[src/rtl/scan_chain_ctrl_if.sv]
`default_nettype none
//------------------------------------------------------------------------------
// Module : scan_chain_ctrl_if
// Brief  : Host command, scan byte stream and processor pins for scan_chain_ctrl.
// Rev    : 1.0
//------------------------------------------------------------------------------
interface scan_chain_ctrl_if #(
    parameter int RUN_W = 16
);
    logic             cmd_valid_in;
    logic             cmd_ready_out;
    logic [1:0]       cmd_op_in;
    logic [RUN_W-1:0] cmd_arg_in;
    logic             wr_valid_in;
    logic             wr_ready_out;
    logic [7:0]       wr_data_in;
    logic             rd_valid_out;
    logic             rd_ready_in;
    logic [7:0]       rd_data_out;
    logic             abort_in;
    logic             busy_out;
    logic             done_out;
    logic             halted_out;
    logic [RUN_W-1:0] cycles_run_out;
    logic             proc_rst_out;
    logic             proc_en_out;
    logic             scan_enable_out;
    logic             scan_data_out;
    logic             scan_data_in;

    modport master (
        output cmd_valid_in, cmd_op_in, cmd_arg_in, wr_valid_in, wr_data_in,
               rd_ready_in, abort_in, scan_data_in,
        input  cmd_ready_out, wr_ready_out, rd_valid_out, rd_data_out, busy_out,
               done_out, halted_out, cycles_run_out, proc_rst_out, proc_en_out,
               scan_enable_out, scan_data_out
    );

    modport slave (
        input  cmd_valid_in, cmd_op_in, cmd_arg_in, wr_valid_in, wr_data_in,
               rd_ready_in, abort_in, scan_data_in,
        output cmd_ready_out, wr_ready_out, rd_valid_out, rd_data_out, busy_out,
               done_out, halted_out, cycles_run_out, proc_rst_out, proc_en_out,
               scan_enable_out, scan_data_out
    );
endinterface
`default_nettype wire

[src/rtl/scan_chain_ctrl.sv]
`default_nettype none
//------------------------------------------------------------------------------
// Module : scan_chain_ctrl
// Brief  : Streams the qtcore scan chain byte-wise, pulses reset, runs to halt.
// Rev    : 1.0
//------------------------------------------------------------------------------
module scan_chain_ctrl #(
    parameter int CHAIN_LEN  = 176,
    parameter int RUN_W      = 16,
    parameter int MIN_RUN    = 4,
    parameter int RST_CYCLES = 2
) (
    input  wire logic        clk_in,
    input  wire logic        rst_in,
    scan_chain_ctrl_if.slave bus
);
    localparam int               C_NBYTES   = CHAIN_LEN / 8;
    localparam int               C_BYTES_W  = $clog2(C_NBYTES + 1);
    localparam logic [RUN_W-1:0] C_MIN_RUN  = RUN_W'(MIN_RUN);
    localparam logic [RUN_W-1:0] C_RST_LAST = RUN_W'(RST_CYCLES - 1);

    generate
        if (CHAIN_LEN % 8 != 0) begin : g_bad_chain_len
            $error("scan_chain_ctrl: CHAIN_LEN must be a multiple of 8");
        end
    endgenerate

    typedef enum logic [2:0] {
        S_IDLE    = 3'd0,
        S_RST     = 3'd1,
        S_X_WAIT  = 3'd2,
        S_X_SHIFT = 3'd3,
        S_X_OUT   = 3'd4,
        S_RUN     = 3'd5,
        S_DONE    = 3'd6
    } state_t;

    state_t               r_state;
    logic [RUN_W-1:0]     r_arg;
    logic [RUN_W-1:0]     r_cnt;
    logic [RUN_W-1:0]     r_cycles;
    logic                 r_halted;
    logic [C_BYTES_W-1:0] r_bytes;
    logic [2:0]           r_bit;
    logic [7:0]           r_tx_sr;
    logic [7:0]           r_rx_sr;

    logic w_abort;
    logic w_go;

    assign w_abort = bus.abort_in && (r_state != S_IDLE) && (r_state != S_DONE);
    // scan_data_in is only a trustworthy halt flag once MIN_RUN cycles have run
    assign w_go    = (r_cnt < r_arg) && ((r_cnt < C_MIN_RUN) || !bus.scan_data_in);

    assign bus.cmd_ready_out   = (r_state == S_IDLE);
    assign bus.busy_out        = (r_state != S_IDLE);
    assign bus.wr_ready_out    = (r_state == S_X_WAIT) && !w_abort;
    assign bus.rd_valid_out    = (r_state == S_X_OUT) && !w_abort;
    assign bus.rd_data_out     = r_rx_sr;
    assign bus.done_out        = (r_state == S_DONE);
    assign bus.halted_out      = r_halted;
    assign bus.cycles_run_out  = r_cycles;
    assign bus.proc_rst_out    = (r_state == S_RST) && !w_abort;
    assign bus.proc_en_out     = (r_state == S_RUN) && w_go && !w_abort;
    assign bus.scan_enable_out = (r_state == S_X_SHIFT) && !w_abort;
    assign bus.scan_data_out   = (r_state == S_X_SHIFT) && r_tx_sr[7];

    always_ff @(posedge clk_in) begin
        if (!rst_in) begin
            r_state  <= S_IDLE;
            r_arg    <= '0;
            r_cnt    <= '0;
            r_cycles <= '0;
            r_halted <= 1'b0;
            r_bytes  <= '0;
            r_bit    <= '0;
            r_tx_sr  <= '0;
            r_rx_sr  <= '0;
        end else if (w_abort) begin
            r_state <= S_DONE;
            if (r_state == S_RUN) begin
                r_cycles <= r_cnt;
                r_halted <= 1'b0;
            end
        end else begin
            case (r_state)
                S_IDLE: begin
                    if (bus.cmd_valid_in) begin
                        r_cnt <= '0;
                        case (bus.cmd_op_in)
                            2'b00: r_state <= S_DONE;
                            2'b01: r_state <= S_RST;
                            2'b10: begin
                                r_bytes <= C_BYTES_W'(C_NBYTES);
                                r_state <= S_X_WAIT;
                            end
                            default: begin
                                r_arg    <= bus.cmd_arg_in;
                                r_halted <= 1'b0;
                                r_state  <= S_RUN;
                            end
                        endcase
                    end
                end
                S_RST: begin
                    r_cnt <= r_cnt + RUN_W'(1);
                    if (r_cnt == C_RST_LAST) r_state <= S_DONE;
                end
                S_X_WAIT: begin
                    if (bus.wr_valid_in) begin
                        r_tx_sr <= bus.wr_data_in;
                        r_bit   <= '0;
                        r_state <= S_X_SHIFT;
                    end
                end
                S_X_SHIFT: begin
                    r_tx_sr <= {r_tx_sr[6:0], 1'b0};
                    r_rx_sr <= {r_rx_sr[6:0], bus.scan_data_in};
                    r_bit   <= r_bit + 3'd1;
                    if (r_bit == 3'd7) r_state <= S_X_OUT;
                end
                S_X_OUT: begin
                    if (bus.rd_ready_in) begin
                        r_bytes <= r_bytes - C_BYTES_W'(1);
                        r_state <= (r_bytes == C_BYTES_W'(1)) ? S_DONE : S_X_WAIT;
                    end
                end
                S_RUN: begin
                    if (w_go) begin
                        r_cnt <= r_cnt + RUN_W'(1);
                    end else begin
                        r_halted <= (r_cnt >= C_MIN_RUN) && bus.scan_data_in;
                        r_cycles <= r_cnt;
                        r_state  <= S_DONE;
                    end
                end
                S_DONE:  r_state <= S_IDLE;
                default: r_state <= S_IDLE;
            endcase
        end
    end
endmodule
`default_nettype wire

[src/flat_wrapper.sv]
// flat-port wrapper written by rule: the top's interface ports become plain ports
module scan_chain_ctrl_flat 
#(
    parameter int CHAIN_LEN  = 176,
    parameter int RUN_W      = 16,
    parameter int MIN_RUN    = 4,
    parameter int RST_CYCLES = 2
)
  (clk_in, rst_in, bus_cmd_valid_in, bus_cmd_op_in, bus_cmd_arg_in, bus_wr_valid_in, bus_wr_data_in, bus_rd_ready_in, bus_abort_in, bus_scan_data_in, bus_cmd_ready_out, bus_wr_ready_out, bus_rd_valid_out, bus_rd_data_out, bus_busy_out, bus_done_out, bus_halted_out, bus_cycles_run_out, bus_proc_rst_out, bus_proc_en_out, bus_scan_enable_out, bus_scan_data_out);
  scan_chain_ctrl_if #(.RUN_W(RUN_W)) bus_i ();
  input  wire logic clk_in;
  input  wire logic rst_in;
  input wire logic [$bits(bus_i.cmd_valid_in)-1:0] bus_cmd_valid_in;
  input wire logic [$bits(bus_i.cmd_op_in)-1:0] bus_cmd_op_in;
  input wire logic [$bits(bus_i.cmd_arg_in)-1:0] bus_cmd_arg_in;
  input wire logic [$bits(bus_i.wr_valid_in)-1:0] bus_wr_valid_in;
  input wire logic [$bits(bus_i.wr_data_in)-1:0] bus_wr_data_in;
  input wire logic [$bits(bus_i.rd_ready_in)-1:0] bus_rd_ready_in;
  input wire logic [$bits(bus_i.abort_in)-1:0] bus_abort_in;
  input wire logic [$bits(bus_i.scan_data_in)-1:0] bus_scan_data_in;
  output wire logic [$bits(bus_i.cmd_ready_out)-1:0] bus_cmd_ready_out;
  output wire logic [$bits(bus_i.wr_ready_out)-1:0] bus_wr_ready_out;
  output wire logic [$bits(bus_i.rd_valid_out)-1:0] bus_rd_valid_out;
  output wire logic [$bits(bus_i.rd_data_out)-1:0] bus_rd_data_out;
  output wire logic [$bits(bus_i.busy_out)-1:0] bus_busy_out;
  output wire logic [$bits(bus_i.done_out)-1:0] bus_done_out;
  output wire logic [$bits(bus_i.halted_out)-1:0] bus_halted_out;
  output wire logic [$bits(bus_i.cycles_run_out)-1:0] bus_cycles_run_out;
  output wire logic [$bits(bus_i.proc_rst_out)-1:0] bus_proc_rst_out;
  output wire logic [$bits(bus_i.proc_en_out)-1:0] bus_proc_en_out;
  output wire logic [$bits(bus_i.scan_enable_out)-1:0] bus_scan_enable_out;
  output wire logic [$bits(bus_i.scan_data_out)-1:0] bus_scan_data_out;
  assign bus_i.cmd_valid_in = bus_cmd_valid_in;
  assign bus_i.cmd_op_in = bus_cmd_op_in;
  assign bus_i.cmd_arg_in = bus_cmd_arg_in;
  assign bus_i.wr_valid_in = bus_wr_valid_in;
  assign bus_i.wr_data_in = bus_wr_data_in;
  assign bus_i.rd_ready_in = bus_rd_ready_in;
  assign bus_i.abort_in = bus_abort_in;
  assign bus_i.scan_data_in = bus_scan_data_in;
  assign bus_cmd_ready_out = bus_i.cmd_ready_out;
  assign bus_wr_ready_out = bus_i.wr_ready_out;
  assign bus_rd_valid_out = bus_i.rd_valid_out;
  assign bus_rd_data_out = bus_i.rd_data_out;
  assign bus_busy_out = bus_i.busy_out;
  assign bus_done_out = bus_i.done_out;
  assign bus_halted_out = bus_i.halted_out;
  assign bus_cycles_run_out = bus_i.cycles_run_out;
  assign bus_proc_rst_out = bus_i.proc_rst_out;
  assign bus_proc_en_out = bus_i.proc_en_out;
  assign bus_scan_enable_out = bus_i.scan_enable_out;
  assign bus_scan_data_out = bus_i.scan_data_out;
  scan_chain_ctrl #(.CHAIN_LEN(CHAIN_LEN), .RUN_W(RUN_W), .MIN_RUN(MIN_RUN), .RST_CYCLES(RST_CYCLES)) u_core (.clk_in(clk_in), .rst_in(rst_in), .bus(bus_i));
endmodule
[config.mk]
export PLATFORM = sky130hd
export DESIGN_NAME = scan_chain_ctrl_flat
export DESIGN_NICKNAME = d
export VERILOG_FILES = /design/src/rtl/scan_chain_ctrl_if.sv /design/src/rtl/scan_chain_ctrl.sv /design/src/flat_wrapper.sv
export SDC_FILE = /design/constraint.sdc
export NUM_CORES = 1
export LEC_CHECK = 0
export BUFFER_PORTS_ARGS = -buffer_cell sky130_fd_sc_hd__buf_2
export CORE_MARGIN = 8
export CORE_UTILIZATION = 45
export DETAILED_ROUTE_END_ITERATION = 8
export PLACE_DENSITY = 0.7
export SLEW_MARGIN = 20
export SYNTH_ARGS = -nofsm -noshare
export SYNTH_HDL_FRONTEND = slang
export SYNTH_SLANG_ARGS = --single-unit
[constraint.sdc]
create_clock -name clk_in -period 3.87 [get_ports clk_in]
set_clock_uncertainty 0.1 [all_clocks]
set_input_delay 0.774 -clock clk_in [delete_from_list [all_inputs] [get_ports clk_in]]
set_output_delay 0.774 -clock clk_in [all_outputs]
set_load 0.03 [all_outputs]
==> results of run 1 <==
## worst register-to-register path, delay by kind of cell (launching register included)
| family | cells | cell delay (ns) |
|---|---|---|
| flip-flops | 1 | 0.45 |
| adder cells (fa/ha/maj) | 1 | 0.29 |
| AND/OR/NAND/NOR | 2 | 0.80 |
| AO/OA/AOI/OAI | 5 | 1.59 |
## layout by cell type, fill, tap and decap left out, drive strengths merged, types with 5 or more instances in the layout
cell type,n
or4,5
a21oi,49
mux2i,24
nor2b,15
buf,71
dfxtp,76
ha,26
nand3,9
nor3,6
o31ai,5
inv,31
or3,10
clkbuf,11
and3,5
o21ai,20
a211oi,12
nand2,75
nor2,33
## sequential cells by signal, indices dropped and copies added, names as in the netlist
name                       cells
u_core.r_cnt                  16
u_core.bus.rd_data_out         8
u_core.bus.cycles_run_out     16
u_core.r_bit                   3
u_core.r_arg                  16
u_core.r_state                 3
u_core.r_bytes                 5
u_core.bus.halted_out          1
u_core.r_tx_sr                 8
## per-layer routing
layer | GRT usage | up-vias | share of wire
met1 | 0.202 | 1643 | 0.46
met3 | 0.0303 | 7 | 0.048
met5 | 0 | - | 0
li1 | - | 1738 | -
met2 | 0.279 | 75 | 0.49
met4 | 0.0518 | 0 | 0.0074
## cell usage after synthesis (all sizes together) (3+ instances only)
master,instances,share of area
clkbuf,20,0.020
o31ai,5,0.0098
or4,5,0.0098
dfxtp,76,0.40
nor3,6,0.0078
inv,31,0.030
nor4,4,0.0065
nand2,75,0.073
ha,26,0.085
o21ai,20,0.027
nor2,33,0.032
nand4,3,0.0049
nand3,9,0.012
nor2b,15,0.024
a211oi,12,0.023
or3,10,0.016
nor3b,4,0.0078
and3,5,0.0081
a21oi,49,0.064
buf,4,0.0065
mux2i,24,0.062
## final timing paths
kind / from / end / slack, ns / depth (start not counted)
min reg2reg: u_core.r_arg[0] / u_core.r_arg[0] / 0.35 / 2
max reg2reg: u_core.r_cnt[11] / u_core.r_cnt[15] / 0.56 / 8
max: u_core.r_cnt[11] / bus_proc_en_out / 0.42 / 7
min: u_core.r_arg[0] / u_core.r_arg[0] / 0.35 / 2
## logic make-up after synthesis
group | Yosys count
AOI/OAI and AO/OA | 106
muxes | 25
DFF | 76
xor gates and xnor gates | 3
buffers and inverters | 57
adders and majority gates | 26
and+or+nand+nor | 177
## cell type report
class,count,area share
clock buffers,11,0.0315
clock inverters,4,0.0218
inverters,33,0.0276
multi-input cells,337,0.469
flip-flops and latches,76,0.339
well taps,105,0.0293
repair buffers,71,0.0820
## power breakdown
group          leakage, nW  switching (mW)  internal, mW
clock network        0.116           0.283         0.443
logic                 1.22           0.360         0.184
registers            0.614          0.0570         0.831
total                 1.95           0.700          1.46
## metrics by stage
step	cells	power, mW	hold slack [ns]	setup slack [ns]
2_1_floorplan	470	1.31	0.332	0.666
3_3_place_gp	622	1.43	0.343	0.730
3_5_place_dp	622	1.44	0.343	0.622
4_1_cts	637	2.17	0.353	0.417
5_1_grt	637	2.27	0.375	0.290
6_report	637	2.16	0.352	0.420
==> impl_metrics.py, run 1 <==
metrics = {
    "outcome": {
        "outcome": "finished, final reports clean",
    },
    "synthesis": {
        "synth-simple-area-share": 0.218,
        "synth_edf_count": 0,
        "synth_nets": 529,
        "seq_area_frac_synth": 0.396,
        "postSynthCellCount": 470,
        "ys.flop_type": "dfxtp_1",
        "synth.avg_cell_area_um2": 8.18,
        "synthAdderAreaFrac": 0.0846,
        "synth_top_family_by_area": "simple AND/OR/NAND/NOR gates",
        "muxShareOfSynthArea": 0.0654,
        "ys_warn_count": 0,
        "synth_async_sr_flop_share": 0,
        "synth_seq_cells": 76,
        "syn_area_um2": 3840,
        "synth-xor-area-share": 0.00683,
        "synth_compound_area_frac": 0.171,
        "synth_cell_types": 48,
    },
    "timing": {
        "tns_ns": 0,
        "max_freq_mhz": 290,
        "slew_viol_final": 0,
        "tightest_slew_ns": 1.04,
        "rsz0062_at_grt": "false",
        "hold_viol": 0,
        "setup_viol": 0,
        "slew_headroom": 0.303,
        "finalCritPeriodShare": 0.891,
        "period_needed_ns": 3.45,
    },
    "critical_path": {
        "slowest_delay_ns": 0.45,
        "required_ns": 3.00,
        "path_class": "reg2out",
        "cpMaxStageDelayCell": "dfxtp_1",
        "critPathMaxFanout": 7,
        "crit_family": "compound AO/OA/AOI/OAI gates",
        "timing.critical_path.buf_inv": 1,
        "cp-start-kind": "flop",
        "crit_path_cell_trace": "ha_1, and2_0, a221o_1, a2111oi_4, o21ai_2, nor3_1, buf_2",
        "cp-end-kind": "output port",
        "crit_arrival_ns": 2.58,
    },
    "pwr": {
        "cellPowerDensity_nw_per_um2": 481,
        "peakVddDrop_mv": 0.305,
        "p_leak_nw": 1.95,
    },
    "floorplanning": {
        "io_pins": 67,
        "rows": 33,
        "die_height_um": 108,
        "core_um2": 8260,
        "start_util": 0.466,
        "die-area_um2": 11800,
        "die-width_um": 108,
    },
    "layout": {
        "fillers": 787,
        "antenna_cells": 0,
        "multi_input_area_um2": 2100,
        "regArea_um2": 1520,
        "layout-drive-gt1-share": 0.169,
        "final_area_um2": 4490,
        "fin_nets": 587,
        "fin_util": 0.543,
        "syn_to_final_growth_pct": 16.7,
    },
    "route": {
        "drtIter0Drc": 181,
        "drc": 0,
        "routedWlPerCell_um": 14.6,
        "totalWireLength_um": 9310,
        "drt_pass1_iterations": 4,
        "vias": 3463,
        "via_per_inst": 5.44,
        "ant_nets": 0,
    },
    "global_routing": {
        "grt_pass1_vias": 3482,
        "grt_overflow": 0,
        "grt_use_total": 0.163,
        "antenna_found_initial": 0,
        "grt_max_degree": 43,
        "grt_pass1_wl_um": 15900,
    },
    "place": {
        "gp_congestion": 0.868,
        "hpwl_um": 6900,
        "placedInstanceArea_um2": 4250,
        "io_buffers": 66,
    },
    "clock_network": {
        "root_buffer": "clkbuf_8",
        "hold_buffers": 0,
        "cts.sinks": 76,
        "clock_path_buffers": 2,
        "h-tree-depth": 3,
        "cts_buffers": 9,
        "clock_latency_ns": 0.34,
        "cts_resized": 0,
        "clk_pin_slew_ns": 0.08,
        "post_cts_buffers": 0,
        "cts_tree": "yes",
    },
    "worst_hold_path": {
        "min_path_type": "reg2reg",
    },
    "run": {
        "drv_cap": 0,
    },
}
Note: power is estimated with default switching activity, not from simulation.
==> inputs of run 2 (changes only) <==
ABC_AREA = 1   (was default)
==> impl_metrics.py, run 2 <==
metrics = {
    "outcome": {
        "outcome": "finished, final reports clean",
    },
    "synthesis": {
        "synth_async_sr_flop_share": 0,
        "synth-simple-area-share": 0.302,
        "syn_area_um2": 4150,
        "synth-xor-area-share": 0.0211,
        "synthTopCellsByArea": "dfxtp_1, nand2_1, ha_1",
        "ys_top_cells_by_count": "nand2_1, dfxtp_1, nor2_1",
        "synth_seq_cells": 76,
        "seq_area_frac_synth": 0.367,
        "synth_compound_area_frac": 0.148,
        "yosysTopAreaCell": "dfxtp_1",
        "synthAdderAreaFrac": 0.0784,
        "yosysTopAreaCellShare": 0.367,
        "ys.flop_type": "dfxtp_1",
        "ys_warn_count": 0,
        "synth_nets": 635,
        "yosysMostFrequentCell": "nand2_1",
        "postSynthCellCount": 576,
        "synth_edf_count": 0,
        "synth_top_family_by_area": "simple AND/OR/NAND/NOR gates",
        "synth.avg_cell_area_um2": 7.20,
        "muxShareOfSynthArea": 0,
        "synth_cell_types": 39,
    },
    "worst_hold_path": {
        "hold_path.startpoint": "u_core.bus.cycles_run_out[10]",
        "worstHoldPathCells": 2,
        "min_to": "u_core.bus.cycles_run_out[10]",
        "min_path_type": "reg2reg",
    },
    "place": {
        "place_ws_ns": 1.19,
        "io_buffers": 66,
        "gp_congestion": 0.902,
        "hpwl_um": 8240,
    },
    "global_routing": {
        "grt_use_met3": 0.0503,
        "grt_pass1_wl_um": 18900,
        "busiest_layer": "met2",
        "grt_max_degree": 42,
        "grt_pass1_vias": 3946,
        "grt_overflow": 0,
        "use_met1": 0.208,
        "grt_use_total": 0.184,
        "antenna_found_initial": 0,
        "globalRouteMet2Util": 0.322,
    },
    "layout": {
        "final_common_cell": "nand2_1",
        "antenna_cells": 0,
        "layout_common_cells": "nand2_1, dfxtp_1, nor2_1",
        "layout-drive-gt1-share": 0.180,
        "fillers": 916,
        "fin_nets": 693,
        "syn_to_final_growth_pct": 13.3,
        "fin_util": 0.516,
    },
    "critical_path": {
        "reg2reg_to": "u_core.r_cnt[9]",
        "crit_family": "simple AND/OR/NAND/NOR gates",
        "crit_path_frequent_cell": "nand2_1",
        "rr_startpoint": "u_core.r_cnt[5]",
        "crit_path_cell_trace": "ha_1, a21oi_1, nor2_1, nor3_1, nand2_1, nand2_1, nand4_1, inv_1, buf_2",
        "cp-end-kind": "output port",
        "cpMaxStageDelayCell": "dfxtp_1",
        "cp-start-kind": "flop",
        "crit_arrival_ns": 2.19,
        "ff2ff_path_depth": 11,
        "path_class": "reg2out",
        "timing.critical_path.buf_inv": 2,
        "critPathMaxFanout": 6,
        "slowest_delay_ns": 0.44,
        "r2r_setup_slack_ns": 1.33,
        "required_ns": 3.00,
    },
    "clock_network": {
        "root_buffer": "clkbuf_8",
        "clock_latency_ns": 0.36,
        "hold_buffers": 0,
        "h-tree-depth": 3,
        "cts.sinks": 76,
        "cts_buffers": 9,
        "cts_resized": 0,
        "cts_tree": "yes",
        "clock_path_buffers": 2,
        "post_cts_buffers": 0,
        "clk_pin_slew_ns": 0.08,
    },
    "timing": {
        "rsz0062_at_grt": "false",
        "max_freq_mhz": 326,
        "slew_viol_final": 0,
        "period_needed_ns": 3.07,
        "tightest_slew_ns": 0.782,
        "tns_ns": 0,
        "finalCritPeriodShare": 0.793,
        "fin_ws_ns": 0.802,
        "slew_headroom": 0.478,
        "setup_viol": 0,
        "hold_viol": 0,
    },
    "route": {
        "via_per_inst": 5.32,
        "drt_pass1_iterations": 5,
        "drc": 0,
        "drtIter0Drc": 256,
        "totalWireLength_um": 11200,
        "vias": 3992,
        "ant_nets": 0,
        "routedWlPerCell_um": 14.9,
    },
    "run": {
        "drv_cap": 0,
    },
    "floorplanning": {
        "die-width_um": 112,
        "start_util": 0.455,
        "core_um2": 9110,
        "die_height_um": 112,
        "die-area_um2": 12500,
        "io_pins": 67,
        "rows": 35,
    },
    "pwr": {
        "peakVddDrop_mv": 0.321,
        "cellPowerDensity_nw_per_um2": 537,
        "p_leak_nw": 2.05,
    },
}
run 2: changes by cell type after synthesis, moves of 10 or more:
cell	delta
mux2i_1	-24
nor2_1	+34
nand2_1	+28
or3_1	-10
inv_1	+20
a211oi_1	-11
nor2b_1	-15
o21ai_1	+20
nand4_1	+18
nand3_1	+31
a21oi_1	+13
run 2: worst max-delay path by stage:
stage,from,endpoint,depth (start not counted)
floorplan,u_core.r_state[2],bus_proc_en_out,6
global placement,u_core.r_cnt[15],bus_proc_en_out,8
detailed placement,u_core.r_cnt[7],bus_proc_en_out,9
CTS,u_core.r_cnt[5],bus_proc_en_out,9
global route,u_core.r_cnt[5],bus_proc_en_out,9
finish,u_core.r_cnt[5],bus_proc_en_out,9
run 2: cell type report:
cell class | instances | area (um2) | share of cell area
inverter | 60 | 228 | 0.0485
sequential | 76 | 1520 | 0.324
timing repair buffer | 69 | 353 | 0.0751
clock inverter | 5 | 36.3 | 0.00772
clock buffer | 11 | 141 | 0.0301
tap | 111 | 139 | 0.0296
multi-input combinational | 418 | 2280 | 0.485
run 2: routing by layer:
layer  vias up  share of wire
li1       2031              -
met1      1844           0.44
met2       101           0.48
met3        16          0.054
met4         0          0.019
met5         -              0
run 2: through the flow:
step                cell area [um2]  instances  power, mW  hold WS (ns)
floorplan                      4150        576       1.75         0.333
global placement               4520        734       1.96         0.348
detailed placement             4520        734       1.98         0.350
CTS                            4700        750       2.54         0.363
global route                   4700        750       2.69         0.383
finish                         4700        750       2.52         0.360
run 2: cell families after synthesis:
kind of cell | after synthesis
adder cells (fa/ha/maj) | 26
XOR/XNOR | 10
flip-flops | 76
AND/OR/NAND/NOR | 266
buffers and inverters | 82
AO/OA/AOI/OAI | 116
run 2: worst register-to-register path: cells and delay by family, from the launching register on:
kind / cells / cell delay (ns)
adders and majority gates: 1 / 0.28
and+or+nand+nor: 8 / 1.36
AOI/OAI and AO/OA: 2 / 0.21
DFF: 1 / 0.44
run 2: report_power, final:
part | internal [mW] | total [mW] | switching [mW]
combinational | 0.278 | 1.04 | 0.759
clock | 0.253 | 0.558 | 0.305
sequential | 0.867 | 0.928 | 0.0610
total | 1.40 | 2.52 | 1.12
==> inputs of run 3 (changes only) <==
PLACE_DENSITY = 0.72   (was 0.7)
clock period = 2.6 ns   (was 3.87 ns; I/O delays follow)
==> impl_metrics.py, run 3 (synthesized netlist as in run 2, its figures left out) <==
metrics = {
    "outcome": {
        "outcome": "finished, final reports clean",
    },
    "route": {
        "routedWlPerCell_um": 14.8,
        "ant_nets": 0,
        "drt_pass1_iterations": 4,
        "drtIter0Drc": 184,
        "vias": 4132,
        "drc": 0,
        "via_per_inst": 5.37,
        "totalWireLength_um": 11400,
    },
    "clock_network": {
        "clock_path_buffers": 2,
        "cts_tree": "yes",
        "cts_buffers": 9,
        "clk_pin_slew_ns": 0.08,
        "h-tree-depth": 3,
        "root_buffer": "clkbuf_8",
        "cts.sinks": 76,
        "clock_latency_ns": 0.35,
    },
    "critical_path": {
        "path_class": "reg2out",
        "required_ns": 1.98,
        "crit_arrival_ns": 1.91,
        "cp-end-kind": "output port",
        "cp-start-kind": "flop",
        "critPathMaxFanout": 3,
    },
    "layout": {
        "fin_util": 0.549,
        "syn_to_final_growth_pct": 20.6,
        "layout_common_cells": "nand2_1, nor2_1, buf_2, dfxtp_1, a21oi_1",
        "final_common_cell": "nand2_1",
        "antenna_cells": 0,
        "fin_nets": 712,
        "layout-drive-gt1-share": 0.252,
        "final_cells": 769,
    },
    "global_routing": {
        "grt_pass1_wl_um": 19000,
        "antenna_found_initial": 0,
        "grt_max_degree": 41,
        "busiest_layer": "met2",
        "grt_overflow": 0,
        "use_met1": 0.205,
        "grt_use_total": 0.184,
        "globalRouteMet2Util": 0.323,
        "grt_use_met3": 0.0438,
        "grt_pass1_vias": 4130,
    },
    "timing": {
        "period_needed_ns": 2.53,
        "max_freq_mhz": 395,
        "hold_viol": 0,
        "holdWs_ns": 0.320,
        "setup_viol": 0,
        "tightest_slew_ns": 0.468,
        "slew_viol_final": 0,
        "slew_headroom": 0.685,
        "finalCritPeriodShare": 0.974,
    },
    "run": {
        "drv_cap": 0,
    },
    "place": {
        "gp_congestion": 0.939,
        "io_buffers": 66,
        "dp_cells": 750,
        "hpwl_um": 8310,
    },
    "floorplanning": {
        "io_pins": 67,
        "core_um2": 9110,
        "start_util": 0.455,
        "rows": 35,
        "die_height_um": 112,
        "die-width_um": 112,
        "die-area_um2": 12500,
    },
    "pwr": {
        "power_frac_comb": 0.420,
        "seq_power_share": 0.346,
        "p_sw_mw": 1.72,
        "sw_frac_of_total": 0.432,
        "cellPowerDensity_nw_per_um2": 796,
        "peakVddDrop_mv": 0.453,
        "p_leak_nw": 2.17,
        "p_clk_frac": 0.233,
        "power.internal_mw": 2.26,
    },
    "worst_hold_path": {
        "min_path_type": "in2reg",
    },
}
-- run 3: changes by cell type in the layout (fill, tap and decap cells not counted), sizes merged --
cell      previous run  this run
clkinv               5         4
clkbuf              11        10
bufinv               0         1
clkinvlp             0         2
buf                 69        88
inv                 60        59
-- run 3: path summary, 6_finish.rpt --
kind / start / end / slack [ns] / depth (start not counted)
setup reg to reg: u_core.r_cnt[13] / u_core.r_cnt[5] / 0.22 / 11
hold reg to reg: u_core.bus.cycles_run_out[7] / u_core.bus.cycles_run_out[7] / 0.36 / 2
hold / removal: rst_in / u_core.r_tx_sr[0] / 0.32 / 3
setup / recovery: u_core.r_arg[5] / bus_proc_en_out / 0.07 / 10
-- run 3: metal layers --
metal  vias up  share of wire
li1       2065              -
met1      1918           0.44
met2       124           0.49
met3        25          0.048
met4         0          0.029
met5         -              0
-- run 3: cell type report --
type / count / area, um2
sequential: 76 / 1540
fill: 888 / 4110
timing repair buffer: 88 / 502
multi-input combinational: 418 / 2400
tap: 111 / 139
clock buffer: 10 / 138
clock inverter: 6 / 63.8
inverter: 60 / 228
-- run 3: timing repair --
| item | CTS | global route |
|---|---|---|
| pin swaps | 3 | 7 |
| setup endpoints to repair | 1 | 1 |
| setup buffers | 2 | 1 |
| hold buffers | 0 | 0 |
| hold endpoints to repair | 0 | 0 |
| gates resized for setup | 7 | 28 |
| cloned | 0 | 0 |
-- run 3: power by group through the flow --
stage          sequential [mW]  combinational, mW  clock [mW]
3_5_place_dp              1.40               1.58           0
4_1_cts                   1.38               1.62       0.956
2_1_floorplan             1.41               1.19           0
3_3_place_gp              1.40               1.55           0
5_1_grt                   1.39               1.85        1.00
6_report                  1.38               1.67       0.930
-- run 3: critical path, stage by stage (launching register included) --
cell     delay, ns
dfxtp_1       0.30
inv_1         0.10
ha_4          0.22
a21oi_2       0.10
nor2_1        0.05
nor3_2        0.16
nand2_2       0.09
nand2_2       0.08
nand4_1       0.18
inv_1         0.13
buf_6         0.14
-- run 3: per-stage QoR --
step / total power, mW / setup slack [ns] / area [um2] / TNS (ns)
detailed placement: 2.99 / 0.171 / 4640 / 0
CTS: 3.95 / 0.0000591 / 4870 / 0
global route: 4.25 / -0.0430 / 5000 / -0.0430
finish: 3.98 / 0.0676 / 5000 / 0
global placement: 2.95 / 0.180 / 4640 / 0
floorplan: 2.61 / 0.326 / 4150 / 0
